`src/rtl/perifericos_bus_datos.sv`:
```
// Memory-mapped peripheral window on the data bus: output port, synchronized
// input port with change flag, prescaled compare timer and a registered interrupt.
module perifericos_bus_datos #(
  parameter logic [7:0] BASE = 8'hF0
) (
  input  logic       Clk,
  input  logic       Rst,
  input  logic [7:0] Direccion_Dato,
  input  logic [7:0] Entrada_Datos,
  input  logic       RW,
  input  logic [7:0] Puerto_Entrada,
  output logic [7:0] Datos_Salida,
  output logic       Sel_Periferico,
  output logic       Lectura_Periferico,
  output logic [7:0] Puerto_Salida,
  output logic       Irq
);

  localparam logic [3:0] OFF_OUT   = 4'd0;
  localparam logic [3:0] OFF_IN    = 4'd1;
  localparam logic [3:0] OFF_CTRL  = 4'd2;
  localparam logic [3:0] OFF_PRESC = 4'd3;
  localparam logic [3:0] OFF_CMP   = 4'd4;
  localparam logic [3:0] OFF_CNT   = 4'd5;
  localparam logic [3:0] OFF_STAT  = 4'd6;

  logic [3:0] off;
  logic       wr;
  logic       rd;
  logic       wr_ctrl;
  logic       wr_presc;
  logic       wr_stat;

  // ctrl bits: 0 EN, 1 RECARGA, 2 IE_TMR, 3 IE_IN
  logic [3:0] ctrl;
  logic [7:0] presc;
  logic [7:0] cmp;
  logic [7:0] cnt;
  logic [7:0] pre;
  logic [7:0] sync_a;
  logic [7:0] sync_b;
  logic [7:0] in_prev;
  logic       tmr_f;
  logic       in_f;
  logic       tick;
  logic       match;
  logic [7:0] rd_mux;

  assign Sel_Periferico = (Direccion_Dato[7:4] == BASE[7:4]);
  assign off      = Direccion_Dato[3:0];
  assign wr       = RW & Sel_Periferico;
  assign rd       = ~RW & Sel_Periferico;
  assign wr_ctrl  = wr && (off == OFF_CTRL);
  assign wr_presc = wr && (off == OFF_PRESC);
  assign wr_stat  = wr && (off == OFF_STAT);

  assign tick  = ctrl[0] && (pre == presc);
  assign match = tick && (cnt == cmp);

  always_comb begin
    rd_mux = 8'h00;
    case (off)
      OFF_OUT:   rd_mux = Puerto_Salida;
      OFF_IN:    rd_mux = sync_b;
      OFF_CTRL:  rd_mux = {4'b0000, ctrl};
      OFF_PRESC: rd_mux = presc;
      OFF_CMP:   rd_mux = cmp;
      OFF_CNT:   rd_mux = cnt;
      OFF_STAT:  rd_mux = {6'b000000, in_f, tmr_f};
      default:   rd_mux = 8'h00;
    endcase
  end

  always_ff @(posedge Clk) begin
    if (Rst) begin
      Puerto_Salida      <= 8'h00;
      ctrl               <= 4'h0;
      presc              <= 8'h00;
      cmp                <= 8'h00;
      cnt                <= 8'h00;
      pre                <= 8'h00;
      sync_a             <= 8'h00;
      sync_b             <= 8'h00;
      in_prev            <= 8'h00;
      tmr_f              <= 1'b0;
      in_f               <= 1'b0;
      Irq                <= 1'b0;
      Datos_Salida       <= 8'h00;
      Lectura_Periferico <= 1'b0;
    end else begin
      if (wr && (off == OFF_OUT)) Puerto_Salida <= Entrada_Datos;
      if (wr_presc) presc <= Entrada_Datos;
      if (wr && (off == OFF_CMP)) cmp <= Entrada_Datos;

      sync_a  <= Puerto_Entrada;
      sync_b  <= sync_a;
      in_prev <= sync_b;

      // Reconfiguring the prescale or control restarts the tick phase.
      if (wr_ctrl || wr_presc || !ctrl[0]) pre <= 8'h00;
      else if (pre == presc)               pre <= 8'h00;
      else                                 pre <= pre + 8'd1;

      if (wr_ctrl)                  ctrl    <= Entrada_Datos[3:0];
      else if (match && !ctrl[1])   ctrl[0] <= 1'b0;

      if (wr && (off == OFF_CNT)) cnt <= Entrada_Datos;
      else if (tick)              cnt <= match ? 8'h00 : cnt + 8'd1;

      // A new event on the clear edge keeps the flag set.
      tmr_f <= match | (tmr_f & ~(wr_stat & Entrada_Datos[0]));
      in_f  <= (sync_b != in_prev) | (in_f & ~(wr_stat & Entrada_Datos[1]));
      Irq   <= (tmr_f & ctrl[2]) | (in_f & ctrl[3]);

      Lectura_Periferico <= rd;
      if (rd) Datos_Salida <= rd_mux;
    end
  end

endmodule

```
`config.mk`:
```
export PLATFORM = sky130hd
export DESIGN_NAME = perifericos_bus_datos
export DESIGN_NICKNAME = d
export VERILOG_FILES = /design/src/rtl/perifericos_bus_datos.sv
export SDC_FILE = /design/constraint.sdc
export NUM_CORES = 1
export LEC_CHECK = 0
export ABC_CLOCK_PERIOD_IN_PS = 3800
export CAP_MARGIN = 20
export CORE_MARGIN = 2
export CORE_UTILIZATION = 58
export CTS_CLUSTER_SIZE = 25
export DETAILED_ROUTE_END_ITERATION = 10
export PLACE_DENSITY = 0.83
export SLEW_MARGIN = 10
export SYNTH_ARGS = -nofsm -noshare
export SYNTH_HDL_FRONTEND = slang
export SYNTH_SLANG_ARGS = --single-unit
```
`constraint.sdc`:
```
create_clock -name Clk -period 3.8 [get_ports Clk]
set_input_delay 0.76 -clock Clk [delete_from_list [all_inputs] [get_ports Clk]]
set_output_delay 0.76 -clock Clk [all_outputs]
set_load 0.03 [all_outputs]
```
**Word-level counts from Yosys, hierarchy flattened**

Index checks and enable logic that the tools add are counted.

- Add/subtract/negate cells: 2
- Eq/ne operators: 10
- Mux-type cells: 6
- Bitwise operators: 14
- Reduce and logical (&&, ||, !) cells: 17

Operators by type and width:

| operator | count |
|---|---|
| $pmux W8 S7 | 1 |
| $mux W8 | 3 |
| $add A8 B1 Y8 const B | 2 |
| $eq A8 B8 Y1 | 2 |
| $eq A4 B3 Y1 const B | 3 |
| $logic_and A1 B1 Y1 | 9 |
| $and A1 B1 Y1 | 8 |
| $eq A4 B2 Y1 const B | 2 |
| $ne A8 B8 Y1 | 1 |
| $eq A4 B1 Y1 const B | 1 |
| $eq A4 B4 Y1 const B | 1 |
| $logic_not A4 Y1 | 1 |
| $reduce_bool A2 Y1 | 2 |
| $not A1 Y1 | 3 |
| $or A1 B1 Y1 | 3 |
| $reduce_or A3 Y1 | 1 |
| $logic_not A1 Y1 | 2 |
| $logic_or A1 B1 Y1 | 2 |
| $mux W1 | 2 |

- Register bits after elaboration: 80
- Input port bits: 27
- Logic and storage cells: 64

**Longest topological paths before layout**

- Word-level depth: 7
- Mapped depth: 8
- Mapped depth without buffers: 6

**Least setup slack after synthesis**

No wires, ideal clock.

- Path kind: input port to flip-flop
- From: input Direccion_Dato[2]
- To: register Datos_Salida[1]
- Arrival: 2.073 ns
- Slack: 1.599 ns
- Stages: 6
- Buffers on the path: 2
- Cells stage by stage: clkbuf_1 -> clkbuf_1 -> mux4_2 -> mux2_2 -> a22oi_1 -> nor2_1

- Longest elaborated chain between the ends: 2
- Elaborated cells on any way between the ends: 8

Ends and longest elaborated chain:

| what | line | RTL |
|---|---|---|
| from (decl) | 8 | `input logic [7:0] Direccion_Dato,` |
| $eq A4 B3 Y1 (tied with other cells) | 62 | `case (off)` |
| $pmux W8 S7 (*) | 62 |  |
| to (signal assigned) | 116 | `if (rd) Datos_Salida <= rd_mux;` |
| to (decl) | 12 | `output logic [7:0] Datos_Salida,` |

Mark *: on every way between the ends. The rest lies on a longest branch, timed or not.
A chain may end at the register's enable or synchronous reset.

**Worst setup path after layout**

- From: input Direccion_Dato[6]
- To: output Sel_Periferico

- Longest elaborated chain between the ends: 1

Ends and longest elaborated chain:

| what | line | RTL |
|---|---|---|
| $eq A4 B4 Y1 | 49 | `assign Sel_Periferico = (Direccion_Dato[7:4] == BASE[7:4]);` |
| to (decl) | 13 | `output logic Sel_Periferico,` |

Every way passes these cells.

==> flow_summary.toml <==
[status]
status = "finished clean"

[critical_path]
crit_required_ns = 3.04
end_kind = "primary output"
cp_max_fo = 5
reg2reg_slack_ns = 1.61
worstSetupPathType = "in -> out"
r2r_start = "cnt[2]"
arrival_ns = 2.19
timing.rr.end = "ctrl[0]"
reg2reg_depth = 5
start_kind = "input pin"

[global_route]
grt_first_pass_wirelength_mm = 15.0
first_global_vias = 3043
overflow = 0
grt_max_degree = 43
antenna_found_initial = 0
grt.total_usage_pct = 27.7

[place]
dp_hpwl_mm = 6.56
placed_cell_area_um2 = 4130
place_ws_ns = 0.835
place.gp.congestion = 0.948
dpl.cell_count = 509
io_buffers = 45

[floorplanning]
coreArea_um2 = 5990
die_height_um = 83.0
die_w_um = 83.0
ios = 46
design.die.area_um2 = 6890
rows = 28
start_util_pct = 60.5

[cts]
cts_tree = "yes"
cts_sinks = 80
clock_latency_ns = 0.36
holdBufCountCts = 0
htreeDepth = 3
clockRootBuffer = "clkbuf_8"
cts_buffer_depth = 2
path_clk_slew_ns = 0.08
ctsResizeCount = 0
postCtsSetupRepairBufs = 0
cts-buffers-inserted = 9

[drt]
postRouteAntennaNets = 0
first_iter_violations = 343
dr_total_vias = 3172
wl_per_cell_um = 17.6
avgViaCountPerCell = 6.04
dr.pass1.iters = 5
drc = 0
routed_wl_mm = 9.23

[synth]
netlist_area_um2 = 3620
ys_seq_area_share_pct = 44.2
yosys.area_share.simple_pct = 24.0
syn_nets = 434
syn_area_per_cell_um2 = 8.94
ys_warn_count = 0
synthMuxAreaShare_pct = 7.94
synthXorXnorAreaFrac_pct = 7.46
async_reset_ff_share_pct = 0
synth_cell_types = 49
syn_inst = 405
synth_edf_count = 0
synthAdderAreaFrac_pct = 0.691
synth_seq_cells = 80
synth_top_family_by_area = "simple AND/OR/NAND/NOR gates"
synth_ff_type = "dfxtp_1"
synth-compound-area-share_pct = 12.8

[worst_hold_path]
hold_start = "sync_a[5]"
holdPathStages = 1
hold_path.class = "reg -> reg"
holdPathEnd = "sync_b[5]"

[pwr]
p_leak_nw = 1.75
vdd_drop_max_mv = 0.277
p_total_mw = 1.63
p_per_area_nw_per_um2 = 375

[job]
cap_violations = 0

[sta]
fmax_mhz = 339
setup_ws_ns = 0.846
worst-slew-pin-transition_ns = 0.811
min_period_over_period_pct = 77.7
slew_violations = 0
whs_ns = 0.452
rsz0062_at_grt = "no"
tns_ns = 0
max_slew_margin_pct = 45.5
fin_skew_ns = 0.00560
finalSetupViolations = 0
min_period_ns = 2.95
final_hold_viol_count = 0

[cells_and_area]
n_antenna_cell = 0
final_common_cell = "dfxtp_1"
syn2layout_area_growth_pct = 19.8
nNetsFinal = 474
fin_area_um2 = 4340
final_cell_mix = "dfxtp_1, clkdlybuf4s50_1, nor2_1, nand2_1, nor2b_1"
drive_above_1_share_pct = 8.22
layoutNonFillerInstCount = 525
utilization_pct = 72.4
## critical path: stages
cell and delay [ns]:
clkdlybuf4s50_1 0.46, nand4_1 0.21, inv_1 0.10, clkdlybuf4s50_1 0.67
## where the power goes
| group | total, mW | internal [mW] | switching [mW] |
|---|---|---|---|
| clock | 0.665 | 0.330 | 0.335 |
| combinational | 0.106 | 0.0484 | 0.0571 |
| sequential | 0.857 | 0.849 | 0.00713 |
| total | 1.63 | 1.23 | 0.399 |
## cell type report
cell class	instances	area, um^2
multi-input combinational	298	1920
fill	467	1650
sequential	80	1600
timing repair buffer	52	498
clock buffer	10	138
tap	75	93.8
clock inverter	6	75.1
inverter	4	15.0
## worst max path at each step
stage	from	to	cells after the start
6_report	Direccion_Dato[6]	Sel_Periferico	4
4_1_cts	Direccion_Dato[6]	Sel_Periferico	4
3_3_place_gp	Direccion_Dato[6]	Sel_Periferico	4
5_1_grt	Direccion_Dato[6]	Sel_Periferico	4
2_1_floorplan	Direccion_Dato[2]	Datos_Salida[1]	6
3_5_place_dp	Direccion_Dato[6]	Sel_Periferico	4
## registers in the layout, summed over array words and instances, names as in the netlist, 4 cells and up
register and count:
cmp 8, presc 8, sync_b 8, ctrl 4, sync_a 8, Datos_Salida 8
pre 8, in_prev 8, Puerto_Salida 8, cnt 8
## synth_stat cells, types with 2 or more instances
library cell / n / share of area [%]
dfxtp_1: 80 / 44
nor2_1: 43 / 4.5
nand2_1: 42 / 4.4
nor2b_1: 30 / 5.2
a21oi_1: 23 / 3.2
mux2i_1: 22 / 6.1
nand3_1: 21 / 2.9
xor2_1: 21 / 5.1
clkbuf_1: 16 / 1.7
a22oi_1: 10 / 2.1
nand4_1: 9 / 1.6
a31oi_1: 8 / 1.4
o211ai_1: 8 / 1.7
xnor2_1: 8 / 1.9
and3_1: 5 / 0.86
buf_1: 5 / 0.52
and3b_1: 4 / 0.97
mux2_2: 4 / 1.2
inv_1: 3 / 0.31
nor4_1: 3 / 0.52
o21a_1: 3 / 0.62
o221ai_1: 3 / 0.73
a32oi_1: 2 / 0.48
and2_1: 2 / 0.35
buf_2: 2 / 0.28
ha_1: 2 / 0.69
nor3_1: 2 / 0.28
nor4_2: 2 / 0.69
or3_1: 2 / 0.35
## layer usage
metal / part of all wire [%] / track usage [%] / routed length, um / vias to the layer above
met5: 0 / 0 / 0 / -
met4: 4.0 / 14.5 / 367 / 0
met3: 8.3 / 6.46 / 764 / 39
met2: 45 / 42.8 / 4190 / 168
met1: 42 / 36.1 / 3910 / 1464
li1: - / - / - / 1501
## cell families (layout without fill, tap and decap cells)
| kind of cell | count (synthesis) | after routing |
|---|---|---|
| muxes | 27 | 27 |
| adders and majority gates | 2 | 2 |
| xor gates and xnor gates | 30 | 30 |
| AOI/OAI and AO/OA | 67 | 67 |
| buffers and inverters | 27 | 72 |
| and+or+nand+nor | 172 | 172 |
| DFF | 80 | 80 |
No activity file was read; power rests on OpenSTA's default activity.
